==> src/rtl/data_path_pkg.sv <==
// Shared widths and types for the single-bus datapath.
// Every other file of this block imports this package.
package data_path_pkg;
    localparam int DATA_W = 32;
    localparam int Z_W    = 64;

    typedef logic [DATA_W-1:0] word_t;
endpackage

==> src/rtl/data_path_if.sv <==
// Control, memory-data and observation signals of the datapath, grouped as one bundle.
// master drives the controls; slave is the datapath itself.
interface data_path_if;
    import data_path_pkg::*;

    logic  PCout, Zlowout, MDRout, R2out, R3out;
    logic  MARin, Zin, PCin, MDRin, Yin, IRin, R1in, R2in, R3in;
    logic  IncPC, AND, Read;
    word_t Mdatain;
    word_t BusMuxOut;
    word_t R1_q, R2_q, R3_q, PC_q, MAR_q, IR_q, MDR_q, Y_q, ZLo_q, ZHi_q;

    modport master (
        output PCout, Zlowout, MDRout, R2out, R3out,
        output MARin, Zin, PCin, MDRin, Yin, IRin, R1in, R2in, R3in,
        output IncPC, AND, Read, Mdatain,
        input  BusMuxOut,
        input  R1_q, R2_q, R3_q, PC_q, MAR_q, IR_q, MDR_q, Y_q, ZLo_q, ZHi_q
    );

    modport slave (
        input  PCout, Zlowout, MDRout, R2out, R3out,
        input  MARin, Zin, PCin, MDRin, Yin, IRin, R1in, R2in, R3in,
        input  IncPC, AND, Read, Mdatain,
        output BusMuxOut,
        output R1_q, R2_q, R3_q, PC_q, MAR_q, IR_q, MDR_q, Y_q, ZLo_q, ZHi_q
    );
endinterface

==> src/rtl/data_path_register32.sv <==
// 32-bit D register with load enable; Clear wins over the enable.
module register32
    import data_path_pkg::*;
(
    input  logic  Clock,
    input  logic  Clear,
    input  logic  en,
    input  word_t d,
    output word_t q
);
    word_t q_reg;

    always_ff @(posedge Clock) begin
        if (Clear) begin
            q_reg <= '0;
        end else if (en) begin
            q_reg <= d;
        end
    end

    assign q = q_reg;
endmodule

==> src/rtl/data_path.sv <==
// Single-bus datapath: priority bus mux, MDR input mux, Y/bus ALU and the register file.
// All registers are register32 instances; Z is two of them (low = ALU result, high = zero).
module data_path
    import data_path_pkg::*;
(
    input  logic Clock,
    input  logic Clear,
    data_path_if.slave dp
);
    localparam int N_BUS_REGS = 7;

    word_t bus_mux;
    word_t mdr_d;
    word_t alu_result;

    // Index order: R1, R2, R3, PC, MAR, IR, Y -- all load straight from the bus.
    logic [N_BUS_REGS-1:0] bus_load_en;
    word_t                 bus_reg_q [N_BUS_REGS];

    assign bus_load_en = {dp.Yin, dp.IRin, dp.MARin, dp.PCin, dp.R3in, dp.R2in, dp.R1in};

    // Sources are register outputs only, so same-register out+in loads the pre-edge value.
    always_comb begin
        bus_mux = '0;
        if (dp.Zlowout) begin
            bus_mux = dp.ZLo_q;
        end else if (dp.MDRout) begin
            bus_mux = dp.MDR_q;
        end else if (dp.PCout) begin
            bus_mux = dp.PC_q;
        end else if (dp.R2out) begin
            bus_mux = dp.R2_q;
        end else if (dp.R3out) begin
            bus_mux = dp.R3_q;
        end
    end

    always_comb begin
        alu_result = dp.Y_q + bus_mux;
        if (dp.AND) begin
            alu_result = dp.Y_q & bus_mux;
        end else if (dp.IncPC) begin
            alu_result = bus_mux + word_t'(1);
        end
    end

    assign mdr_d = dp.Read ? dp.Mdatain : bus_mux;

    generate
        for (genvar gi = 0; gi < N_BUS_REGS; gi++) begin : g_bus_regs
            register32 u_reg (
                .Clock (Clock),
                .Clear (Clear),
                .en    (bus_load_en[gi]),
                .d     (bus_mux),
                .q     (bus_reg_q[gi])
            );
        end
    endgenerate

    register32 u_mdr (
        .Clock (Clock),
        .Clear (Clear),
        .en    (dp.MDRin),
        .d     (mdr_d),
        .q     (dp.MDR_q)
    );

    register32 u_zlo (
        .Clock (Clock),
        .Clear (Clear),
        .en    (dp.Zin),
        .d     (alu_result),
        .q     (dp.ZLo_q)
    );

    register32 u_zhi (
        .Clock (Clock),
        .Clear (Clear),
        .en    (dp.Zin),
        .d     ({(Z_W-DATA_W){1'b0}}),
        .q     (dp.ZHi_q)
    );

    assign dp.BusMuxOut = bus_mux;
    assign dp.R1_q      = bus_reg_q[0];
    assign dp.R2_q      = bus_reg_q[1];
    assign dp.R3_q      = bus_reg_q[2];
    assign dp.PC_q      = bus_reg_q[3];
    assign dp.MAR_q     = bus_reg_q[4];
    assign dp.IR_q      = bus_reg_q[5];
    assign dp.Y_q       = bus_reg_q[6];
endmodule

==> src/flat_wrapper.sv <==
// flat-port wrapper written by rule: the top's interface ports become plain ports
module data_path_flat import data_path_pkg::*;
  (Clock, Clear, dp_PCout, dp_Zlowout, dp_MDRout, dp_R2out, dp_R3out, dp_MARin, dp_Zin, dp_PCin, dp_MDRin, dp_Yin, dp_IRin, dp_R1in, dp_R2in, dp_R3in, dp_IncPC, dp_AND, dp_Read, dp_Mdatain, dp_BusMuxOut, dp_R1_q, dp_R2_q, dp_R3_q, dp_PC_q, dp_MAR_q, dp_IR_q, dp_MDR_q, dp_Y_q, dp_ZLo_q, dp_ZHi_q);
  data_path_if dp_i ();
  input  logic Clock;
  input  logic Clear;
  input wire logic [$bits(dp_i.PCout)-1:0] dp_PCout;
  input wire logic [$bits(dp_i.Zlowout)-1:0] dp_Zlowout;
  input wire logic [$bits(dp_i.MDRout)-1:0] dp_MDRout;
  input wire logic [$bits(dp_i.R2out)-1:0] dp_R2out;
  input wire logic [$bits(dp_i.R3out)-1:0] dp_R3out;
  input wire logic [$bits(dp_i.MARin)-1:0] dp_MARin;
  input wire logic [$bits(dp_i.Zin)-1:0] dp_Zin;
  input wire logic [$bits(dp_i.PCin)-1:0] dp_PCin;
  input wire logic [$bits(dp_i.MDRin)-1:0] dp_MDRin;
  input wire logic [$bits(dp_i.Yin)-1:0] dp_Yin;
  input wire logic [$bits(dp_i.IRin)-1:0] dp_IRin;
  input wire logic [$bits(dp_i.R1in)-1:0] dp_R1in;
  input wire logic [$bits(dp_i.R2in)-1:0] dp_R2in;
  input wire logic [$bits(dp_i.R3in)-1:0] dp_R3in;
  input wire logic [$bits(dp_i.IncPC)-1:0] dp_IncPC;
  input wire logic [$bits(dp_i.AND)-1:0] dp_AND;
  input wire logic [$bits(dp_i.Read)-1:0] dp_Read;
  input wire logic [$bits(dp_i.Mdatain)-1:0] dp_Mdatain;
  output wire logic [$bits(dp_i.BusMuxOut)-1:0] dp_BusMuxOut;
  output wire logic [$bits(dp_i.R1_q)-1:0] dp_R1_q;
  output wire logic [$bits(dp_i.R2_q)-1:0] dp_R2_q;
  output wire logic [$bits(dp_i.R3_q)-1:0] dp_R3_q;
  output wire logic [$bits(dp_i.PC_q)-1:0] dp_PC_q;
  output wire logic [$bits(dp_i.MAR_q)-1:0] dp_MAR_q;
  output wire logic [$bits(dp_i.IR_q)-1:0] dp_IR_q;
  output wire logic [$bits(dp_i.MDR_q)-1:0] dp_MDR_q;
  output wire logic [$bits(dp_i.Y_q)-1:0] dp_Y_q;
  output wire logic [$bits(dp_i.ZLo_q)-1:0] dp_ZLo_q;
  output wire logic [$bits(dp_i.ZHi_q)-1:0] dp_ZHi_q;
  assign dp_i.PCout = dp_PCout;
  assign dp_i.Zlowout = dp_Zlowout;
  assign dp_i.MDRout = dp_MDRout;
  assign dp_i.R2out = dp_R2out;
  assign dp_i.R3out = dp_R3out;
  assign dp_i.MARin = dp_MARin;
  assign dp_i.Zin = dp_Zin;
  assign dp_i.PCin = dp_PCin;
  assign dp_i.MDRin = dp_MDRin;
  assign dp_i.Yin = dp_Yin;
  assign dp_i.IRin = dp_IRin;
  assign dp_i.R1in = dp_R1in;
  assign dp_i.R2in = dp_R2in;
  assign dp_i.R3in = dp_R3in;
  assign dp_i.IncPC = dp_IncPC;
  assign dp_i.AND = dp_AND;
  assign dp_i.Read = dp_Read;
  assign dp_i.Mdatain = dp_Mdatain;
  assign dp_BusMuxOut = dp_i.BusMuxOut;
  assign dp_R1_q = dp_i.R1_q;
  assign dp_R2_q = dp_i.R2_q;
  assign dp_R3_q = dp_i.R3_q;
  assign dp_PC_q = dp_i.PC_q;
  assign dp_MAR_q = dp_i.MAR_q;
  assign dp_IR_q = dp_i.IR_q;
  assign dp_MDR_q = dp_i.MDR_q;
  assign dp_Y_q = dp_i.Y_q;
  assign dp_ZLo_q = dp_i.ZLo_q;
  assign dp_ZHi_q = dp_i.ZHi_q;
  data_path u_core (.Clock(Clock), .Clear(Clear), .dp(dp_i));
endmodule
==> config.mk <==
export PLATFORM = sky130hd
export DESIGN_NAME = data_path_flat
export DESIGN_NICKNAME = d
export VERILOG_FILES = /design/src/rtl/data_path_pkg.sv /design/src/rtl/data_path_if.sv /design/src/rtl/data_path_register32.sv /design/src/rtl/data_path.sv /design/src/flat_wrapper.sv
export SDC_FILE = /design/constraint.sdc
export NUM_CORES = 1
export LEC_CHECK = 0
export ABC_AREA = 1
export ABC_CLOCK_PERIOD_IN_PS = 7650
export BUFFER_PORTS_ARGS = -buffer_cell sky130_fd_sc_hd__buf_2
export CAP_MARGIN = 15
export CORE_MARGIN = 3
export CORE_UTILIZATION = 55
export DETAILED_ROUTE_END_ITERATION = 12
export PLACE_DENSITY = 0.84
export SYNTH_ARGS = -nofsm -noshare
export SYNTH_HDL_FRONTEND = slang
export SYNTH_SLANG_ARGS = --single-unit
==> constraint.sdc <==
create_clock -name Clock -period 7.65 [get_ports Clock]
set_clock_uncertainty 0.1 [all_clocks]
set_input_delay 0 -clock Clock [delete_from_list [all_inputs] [get_ports Clock]]
set_output_delay 0 -clock Clock [all_outputs]
set_load 0.03 [all_outputs]
### Yosys cells after proc, flatten, opt, wreduce, memory -nomap -nowiden

Index checks and enable logic that the tools add are counted.

* add/subtract/negate cells: 2
* multiplexer cells: 8
* bitwise operators: 1

Operator list (number)
* $mux 32: 8
* $add 32x1->32 const B: 1
* $add 32x32->32: 1
* $and 32x32->32: 1

* bits in registers: 288
* input bits: 51
* output and inout bits: 352
* logic and storage cells: 20

### Depth between registers and ports, before layout

Gate-level depths: netlist of run 1.

* word-level depth: 8
* gate-level depth with buffers: 24
* depth with buffers taken out: 22

### Modules after synthesis

A second synthesis of run 1 with hierarchy kept.

* cell total of the unflattened synthesis: 2874
* area total of the unflattened synthesis: 17708.2 sq um

Modules (own cells, without submodules)
* register32: times used 10, cells an instance 203, area an instance 1338.8 sq um, sequential area each 640.6 sq um
* data_path: times used 1, cells an instance 844, area an instance 4320.4 sq um, sequential area each 0.0 sq um

### Worst setup path before layout of run 1

OpenSTA, ideal clock, no wires.

* path type: flip-flop to flip-flop
* from: register u_core.g_bus_regs[2].u_reg.q_reg[21]
* to: register u_core.u_zlo.q_reg[30] (netlist: u_core.u_zlo.q[30])
* library setup time: 0.132 ns
* arrival time: 2.736 ns
* required time: 7.418 ns
* setup slack: 4.681 ns
* stages on the path, launching flop included: 17
* path buffers: 0
* period minus slack after synthesis: 2.969 ns
* cell sequence: dfxtp_1 > nand3_1 > nand2_1 > o21ai_0 > o21ai_0 > o21a_1 > ha_1 > a21oi_1 > o21a_1 > a21boi_0 > nor2_1 > a211oi_1 > nand2_1 > nand2_1 > nand3_1 > nand2_1 > a21oi_1

* longest elaborated chain between the ends: 8
* elaborated cells on any way between the ends: 9
* those cells by class: 2 x add/sub; 7 x mux

Ends and longest elaborated chain
* start: declaration: line data_path_register32.sv:11 `word_t q_reg;`
* start signal: assignment: line data_path_register32.sv:15 `q_reg <= '0;`
* start signal: assignment: line data_path_register32.sv:17 `q_reg <= d;`
* $mux 32 (*): line data_path.sv:33 `end else if (dp.R3out) begin`
* $mux 32 (*): line data_path.sv:31 `end else if (dp.R2out) begin`
* $mux 32 (*): line data_path.sv:29 `end else if (dp.PCout) begin`
* $mux 32 (*): line data_path.sv:27 `end else if (dp.MDRout) begin`
* $mux 32 (*): line data_path.sv:25 `if (dp.Zlowout) begin`
* net dp_BusMuxOut[21]: line flat_wrapper.sv:25 `output wire logic [$bits(dp_i.BusMuxOut)-1:0] dp_BusMuxOut;`
* $add 32x32->32 / $add 32x1->32 (equally long branches): line data_path.sv:39, data_path.sv:43
* $mux 32 (*): line data_path.sv:42 `end else if (dp.IncPC) begin`
* $mux 32 (*): line data_path.sv:40 `if (dp.AND) begin`
* end signal: assignment: line data_path_register32.sv:15
* end signal: assignment: line data_path_register32.sv:17
* end: declaration: line data_path_register32.sv:11

Mark *: on every way through the listed nets, which the timed path passes. The rest lies on a longest branch.
A chain may end at the register's enable or synchronous reset.

### Worst setup path after layout of run 1

* from: input port dp_MDRout
* to: register u_core.u_zlo.q_reg[27] (netlist: u_core.u_zlo.q[27])

* longest elaborated chain between the ends: 5
* elaborated cells on any way between the ends: 7
* those cells by class: 2 x add/sub; 4 x mux; 1 x bitwise

Ends and longest elaborated chain
* start: declaration: line flat_wrapper.sv:9 `input wire logic [$bits(dp_i.MDRout)-1:0] dp_MDRout;`
* $mux 32 (*): line data_path.sv:27
* $mux 32 (*): line data_path.sv:25
* $add 32x32->32 / $add 32x1->32 (equally long branches): line data_path.sv:39, data_path.sv:43
* $mux 32: line data_path.sv:42
* $mux 32 (*): line data_path.sv:40

Every way passes the cells marked *; elsewhere a longest branch is shown, timed or not.

==> parameters.txt, run 1 <==
Parameter                              Value

Clocking
  Clock sinks    between 200 and 300
  Buffer type at the clock tree root    sky130_fd_sc_hd__clkbuf_16
  Clock-pin slew reported for the worst setup and hold paths after clock tree synthesis    ~60 ps
  CTS H-tree lvls    1
  CTS Buf Count    29
  Bufs on Longest Clock Path    3
  Post-CTS Repair Setup Buffers    0
  CTS tree    done
  Clk Latency, worst-skew pair    slightly below 600 ps

Timing
  Total setup violations reported at the end of the flow    0
  RSZ-0062 raised after global routing    no
  Final hold violation count    0
  Setup TNS after final layout    0 ps
  Actual slew at the worst max-slew pin    around 1200 ps
  Final count of pins violating max slew    0
  Slew headroom    between 20% and 30%
  Tightest hold margin    ~18 ps
  Minimum clock period after layout    between 3000 and 4000 ps
  Part of the cycle the worst path needs    between 40% and 50%
  Highest achievable clock rate    between 200 and 300 MHz

Job
  Number of maximum-capacitance violations    0

Critical path
  CP Launch Type    input pin
  Number of cells on the worst reg-to-reg path    16
  Setup slack of the worst register-to-register path    about 4200 ps
  Worst Path Max Fanout    43
  Worst Path Required    between 7000 and 8000 ps
  Crit. End Element    flip-flop
  Setup Crit Path Kind    in2reg
  Source of the critical timing path    dp_MDRout
  R2R Path End    u_core.u_zlo.q[30]
  Arrival time of data at the critical path endpoint    between 3000 and 4000 ps
  Launch point of the worst reg-to-reg path    u_core.g_bus_regs[2].u_reg.q[21]

Die
  # IOs    403
  Initial core utilization    between 50% and 60%
  Core Box Area    roughly 0.025 sq mm
  Area enclosed by the die boundary    0.0272 sq mm
  Die X    approximately 170 microns
  Row count    57
  Die Ht    approximately 170 microns

Worst hold path
  Hold path startpoint    dp_R3in
  Hold path cells    2
  Worst-case hold path end point    u_core.g_bus_regs[2].u_reg.q[2]
  Class of the tightest hold or removal check    in2reg

Final layout
  Fill cell total of the finished layout    approximately 2000
  Post-Layout Inst Area    between 0.015 and 0.02 sq mm
  Flip-flop count of the largest register after layout    ~220
  End-of-flow core utilization    70.3%
  Proportion of layout cells with a drive suffix above 1    21.2%
  Count of nets after finishing    around 2300
  Area Growth Syn to Fin    24.3%

Synthesis
  Sequential element share of the synthesized area    between 40% and 50%
  Distinct cells, synth    44
  Share of the synthesized area in the top cell type    41.5%
  Cells taking the most area after synthesis    sky130_fd_sc_hd__dfxtp_1 41%, sky130_fd_sc_hd__a21oi_1 14%, sky130_fd_sc_hd__o21ai_0 10%, sky130_fd_sc_hd__nand2_1 7.9%, sky130_fd_sc_hd__nand3_1 3.8%
  Warning count from the yosys run    0
  Syn_area_per_cell    7.28 sq um
  Most instantiated library cell after synthesis    sky130_fd_sc_hd__a21oi_1
  Leading area contributor after synthesis    sky130_fd_sc_hd__dfxtp_1
  Number of cells produced by synthesis    approximately 1900
  Count of flip-flops with a built-in enable after synthesis    0
  Leading cell types by count after synthesis    386 x sky130_fd_sc_hd__a21oi_1, 291 x sky130_fd_sc_hd__nand2_1, 288 x sky130_fd_sc_hd__dfxtp_1
  Prevailing post-synth register cell    sky130_fd_sc_hd__dfxtp_1
  Cell Area, Synth    0.0139 sq mm
  Share of flip-flops with an asynchronous set or reset    0%
  Flip-flop and latch count after synthesis    288

Detailed routing
  Uppermost routed layer    met4
  Number of detailed-route iterations in the first pass    7
  Remaining number of nets flagged by the antenna check after routing    0
  Vias after detailed routing    15819
  DRC violation total after the first TritonRoute iteration    roughly 2400
  Routed len/inst    21.4 microns
  Metal3 WL    between 7 and 8 mm
  Overall routed net length    roughly 56 mm
  Routed length on met1    between 20 and 25 mm
  Via density    between 6 and 7
  DRC errors left    0
  DR WL met2    between 20 and 25 mm

Placement
  Area of placed instances    0.0155 sq mm
  Routability-driven placement congestion ratio    1.03
  Count of input and output buffers    between 300 and 400
  HPWL reported at the end of detailed placement    roughly 39 mm

Global routing
  Largest net degree at the start of global routing    127
  Global-route wire length before repair    82.7 mm
  Remaining Overflow, GRT    0
  Vias in the first global route    between 10000 and 15000
  Number of antenna violations at the first check in global routing    2
  Overall fraction of global-route tracks in use    about two fifths

Power and ir drop
  Total power per unit cell area    241 mW/mm^2
  Static leakage power    8.00 nW
  IR drop worst, VDD    approximately 0.23 mV

Outcome
  Run status    finished clean
==> cells in the final DEF (no fill, tap or decap), drive strengths merged, types with 2 or more instances in the layout <==
master,count
inv,125
o21ai,284
dfxtp,288
a21oi,388
nand4,5
clkbuf,42
o31ai,2
nor2,77
nor4,2
dlygate4sd3,82
diode,2
o211ai,43
clkinv,9
buf,373
a211oi,4
xor2,12
nand2,317
nand3,113
or2,4
nor3,8
a31oi,8
ha,27
o21a,28
conb,32
==> layer usage <==
layer | GRT usage (%) | vias up
li1 | - | 7177
met1 | 52.5 | 7249
met2 | 57.0 | 1159
met3 | 11.9 | 234
met4 | 17.0 | 0
met5 | 0 | -
==> report_power, final <==
| group | internal [W] | switching, W | total, W |
|---|---|---|---|
| clock network | 0.000809 | 0.000624 | 0.00143 |
| registers | 0.00161 | 0.0000932 | 0.00170 |
| logic | 0.000275 | 0.000754 | 0.00103 |
| total | 0.00270 | 0.00147 | 0.00417 |
==> metrics by stage <==
stage | total power (W) | setup slack [ps] | instances
floorplan | 0.00239 | 4680 | 1942
global placement | 0.00267 | 3800 | 2471
detailed placement | 0.00269 | 3650 | 2471
CTS | 0.00413 | 4250 | 2606
global route | 0.00431 | 3820 | 2608
finish | 0.00417 | 4010 | 2608
==> logic make-up after synthesis <==
group	Yosys count	synth area share, %
AO/OA/AOI/OAI	762	29.1
XOR/XNOR	12	0.756
adder cells (fa/ha/maj)	28	2.57
buffers and inverters	293	9.12
flip-flops	288	41.5
other	1	0.0270
AND/OR/NAND/NOR	527	17.0
==> worst max path at each step <==
| stage | end | slack, ps | cells past startpoint |
|---|---|---|---|
| floorplan | u_core.u_zlo.q[30] | 4680 | 16 |
| global route | u_core.u_zlo.q[27] | 3820 | 20 |
| global placement | u_core.u_zlo.q[23] | 3800 | 20 |
| detailed placement | u_core.u_zlo.q[23] | 3650 | 20 |
| finish | u_core.u_zlo.q[27] | 4010 | 20 |
| CTS | u_core.u_zlo.q[23] | 4250 | 20 |
==> final cells by class <==
type | instances | area (sq um) | area share, %
multi-input combinational | 1361 | 6990 | 40.4
sequential | 288 | 5770 | 33.4
timing repair buffer | 455 | 2700 | 15.6
clock buffer | 42 | 855 | 4.94
inverter | 125 | 477 | 2.76
tap | 324 | 405 | 2.34
clock inverter | 11 | 97.6 | 0.565
antenna | 2 | 5.00 | 0.0289
==> what timing repair did <==
action	CTS	global route
hold buffers	82	0
hold endpoints to repair	79	0
resized for setup	0	0
==> worst max-delay path, stage by stage <==
cell and delay (ps):
sky130_fd_sc_hd__buf_2 660, sky130_fd_sc_hd__inv_1 620, sky130_fd_sc_hd__nor2_1 200, sky130_fd_sc_hd__o21ai_0 130, sky130_fd_sc_hd__o21ai_1 580, sky130_fd_sc_hd__inv_1 230, sky130_fd_sc_hd__ha_1 350, sky130_fd_sc_hd__a21o_1 190
sky130_fd_sc_hd__nand2_1 70, sky130_fd_sc_hd__nand2_2 60, sky130_fd_sc_hd__nand3_1 80, sky130_fd_sc_hd__nand2_1 120, sky130_fd_sc_hd__nand2_1 120, sky130_fd_sc_hd__nand2_2 80, sky130_fd_sc_hd__nand2_1 110, sky130_fd_sc_hd__nand2_1 60
sky130_fd_sc_hd__nand2_1 60, sky130_fd_sc_hd__nand3_1 60, sky130_fd_sc_hd__nand2_1 100, sky130_fd_sc_hd__a21oi_1 60
Power figures use the tool's default switching activity.
==> run 2, diff against run 1 <==
--- a/config.mk
+++ b/config.mk
@@ -6,13 +6,13 @@
 export NUM_CORES = 1
 export LEC_CHECK = 0
 export ABC_AREA = 1
-export ABC_CLOCK_PERIOD_IN_PS = 7650
+export ABC_CLOCK_PERIOD_IN_PS = 3000
 export BUFFER_PORTS_ARGS = -buffer_cell sky130_fd_sc_hd__buf_2
 export CAP_MARGIN = 15
 export CORE_MARGIN = 3
-export CORE_UTILIZATION = 55
+export CORE_UTILIZATION = 47
 export DETAILED_ROUTE_END_ITERATION = 12
-export PLACE_DENSITY = 0.84
+export PLACE_DENSITY = 0.76
 export SYNTH_ARGS = -nofsm -noshare
 export SYNTH_HDL_FRONTEND = slang
 export SYNTH_SLANG_ARGS = --single-unit
==> constraint.sdc (replaced) <==
create_clock -name Clock -period 3 [get_ports Clock]
set_clock_uncertainty 0.1 [all_clocks]
set_input_delay 0 -clock Clock [delete_from_list [all_inputs] [get_ports Clock]]
set_output_delay 0 -clock Clock [all_outputs]
set_load 0.03 [all_outputs]
==> run 2 against run 1 <==
  * Combinational power increased to 2.7 times the previous value
  * Clock power rose to 2.8 times the previous value
  * Final cell count grew 6.4%
  * Sequential share of layout area fell by 2.1 points
  * Highest routed layer unchanged
  * Sequential cell count did not move
==> parameters.txt, run 2 (synthesized netlist as in run 1, its figures left out) <==
Parameter                              Value

Critical path
  Arrival time of data at the critical path endpoint    3330 ps (-640 ps)
  Launch point of the worst reg-to-reg path    u_core.g_bus_regs[1].u_reg.q[1]
  CP Launch Type    flip-flop
  R2R Path End    u_core.u_mdr.q[1]
  Crit. End Element    flip-flop
  CP Buf/Inv Count    4 (+1)
  Setup slack of the worst register-to-register path    20 ps (-4220 ps)
  Number of cells on the worst reg-to-reg path    12 (-4)
  Max incr delay on CP    630 ps (-30 ps)
  Dominant delay contributor by cell family on the critical path    buffers and inverters
  Crit path cell chain    a21oi_2 -> a21oi_2 -> nor2_1 -> o21ai_1 -> o21ai_1 -> buf_4 -> buf_4 -> nand2_1 -> o211ai_1 -> dlygate4sd3_1 -> a21oi_1 -> dlygate4sd3_1
  Source of the critical timing path    u_core.g_bus_regs[1].u_reg.q[1]
  Worst Path Required    3350 ps (-4630 ps)
  Setup Crit Path Kind    reg2reg
  Worst Path Max Fanout    8 (-81%)
  Critical-path top delay cell    sky130_fd_sc_hd__dlygate4sd3_1

Final layout
  Most frequent cells in the layout    371 x sky130_fd_sc_hd__a21oi_1, 370 x sky130_fd_sc_hd__buf_2, 289 x sky130_fd_sc_hd__nand2_1
  Post-Layout Inst Area    0.0184 sq mm (+6.7%)
  Flip-flop count of the largest register after layout    224 (unchanged)
  End-of-flow core utilization    63.8% (-6.5 points)
  Commonest non-fill, non-tap cell in the layout    sky130_fd_sc_hd__a21oi_1
  Proportion of layout cells with a drive suffix above 1    26.8% (+5.6 points)
  Area Growth Syn to Fin    32.7%
  Non-Filler Instances    2774 (+6.4%)
  Count of nets after finishing    2445 (+4.5%)

Global routing
  Number of antenna violations at the first check in global routing    0 (-2)
  Global-route wire length before repair    85.2 mm (+3.0%)
  Largest net degree at the start of global routing    79 (-38%)
  Remaining Overflow, GRT    0 (unchanged)
  Vias in the first global route    14729 (+1.5%)
  Overall fraction of global-route tracks in use    34.4% (-4.4 points)

Die
  Initial core utilization    48.1% (-8.5 points)
  # IOs    403 (unchanged)
  Row count    62 (+8.8%)
  Area enclosed by the die boundary    0.0317 sq mm (+16%)
  Die X    178 microns (+7.9%)
  Core Box Area    0.0289 sq mm (+18%)
  Die Ht    178 microns (+7.9%)

Power and ir drop
  Total power per unit cell area    608 mW/mm^2 (+150%)
  PnR Total Power    0.0112 W (+170%)
  IR drop worst, VDD    0.485 mV (+110%)
  Static leakage power    8.52 nW (+6.5%)

Clocking
  CTS H-tree lvls    1 (unchanged)
  Clk Latency, worst-skew pair    560 ps (-30 ps)
  CTS Buf Count    31 (+6.9%)
  CTS tree    done
  Bufs on Longest Clock Path    3 (unchanged)
  Buffer type at the clock tree root    sky130_fd_sc_hd__clkbuf_16
  Clock-pin slew reported for the worst setup and hold paths after clock tree synthesis    60 ps (about the same)
  Clock sinks    288 (unchanged)

Timing
  Final count of pins violating max slew    0 (unchanged)
  Minimum clock period after layout    ~3000 ps
  Slew headroom    23.8% (+2.2 points)
  Actual slew at the worst max-slew pin    1140 ps (-33.0 ps)
  Highest achievable clock rate    336 MHz
  Total setup violations reported at the end of the flow    0 (unchanged)
  Part of the cycle the worst path needs    between 90% and 100%
  Final hold violation count    0 (unchanged)

Detailed routing
  Overall routed net length    57.4 mm (+2.7%)
  DRC errors left    0 (unchanged)
  Remaining number of nets flagged by the antenna check after routing    0 (unchanged)
  Number of detailed-route iterations in the first pass    6 (-1)
  DRC violation total after the first TritonRoute iteration    1609 (-32%)
  Via density    5.73 (-5.6%)
  Vias after detailed routing    15889 (+0.44%)
  Routed len/inst    20.7 microns (-3.4%)

Placement
  Routability-driven placement congestion ratio    0.943 (-8.8%)
  Area of placed instances    0.0163 sq mm (+5.3%)
  Placed insts    2624 (+6.2%)
  HPWL reported at the end of detailed placement    40.9 mm (+5.8%)
  Count of input and output buffers    370 (unchanged)

Worst hold path
  Hold path cells    2 (unchanged)
  Class of the tightest hold or removal check    in2reg
  Worst-case hold path end point    u_core.g_bus_regs[1].u_reg.q[4]
  Hold path startpoint    dp_R2in

Outcome
  Run status    finished clean

Job
  Number of maximum-capacitance violations    0 (unchanged)
==> run 2: cell count changes in the layout (fill, tap and decap cells not counted), sizes merged <==
| cell | previous run | this run |
|---|---|---|
| buf | 373 | 483 |
| bufinv | 1 | 5 |
| clkbuf | 42 | 40 |
| clkinv | 9 | 8 |
| clkinvlp | 1 | 10 |
| diode | 2 | 1 |
| dlygate4sd3 | 82 | 76 |
| inv | 125 | 118 |
==> run 2: stage by stage <==
stage | setup slack, ps | hold slack (ps) | TNS (ps)
after floorplan | 31.4 | 78.1 | 0
after global placement | -11.6 | 175 | -11.6
after detailed placement | -37.4 | 195 | -43.9
after CTS | 29.3 | 8.03 | 0
after global routing | -65.3 | 63.8 | -94.3
final | 21.7 | 18.2 | 0
==> run 2: timing repair <==
item                       4_1_cts  5_1_grt
hold endpoints to repair       120        0
setup endpoints to repair        2       24
hold buffers                    78        0
resized for setup                2       50
pin swaps                        0       10
buffers inserted                 1       16
==> run 2: metal layers <==
layer | up-vias | share of wire (%) | GRT usage, %
met3 | 168 | 12 | 10.3
li1 | 7395 | - | -
met5 | - | 0 | 0
met1 | 7366 | 41 | 47.2
met2 | 960 | 42 | 50.4
met4 | 0 | 4.4 | 13.9
==> run 2: worst reg2reg max path: cells and delay by family, from the launching register on <==
kind                   cells  cell delay (ps)
buffers and inverters      4             1550
AO/OA/AOI/OAI              6              690
flip-flops                 1              340
AND/OR/NAND/NOR            2              190
==> run 2: how the worst max path moves through the flow <==
stage / end / slack [ps] / depth (start not counted)
4_1_cts: u_core.u_mdr.q[9] / 30 / 12
2_1_floorplan: u_core.u_zlo.q[30] / 30 / 16
5_1_grt: u_core.u_mdr.q[1] / -70 / 12
3_5_place_dp: u_core.u_zlo.q[31] / -40 / 19
3_3_place_gp: u_core.u_zlo.q[31] / -10 / 19
6_report: u_core.u_mdr.q[1] / 20 / 12
==> run 2: cell type report <==
type,count,area (sq um)
Fill cell,2542,10500
Multi-Input combinational cell,1361,7110
Sequential cell,288,5770
Timing Repair Buffer,559,3510
Clock buffer,40,850
Inverter,125,503
Tap cell,384,480
Clock inverter,16,216
Antenna cell,1,2.50
==> run 2: power breakdown <==
part           switching, W  internal [W]
combinational       0.00198      0.000850
clock               0.00162       0.00242
sequential         0.000228       0.00411
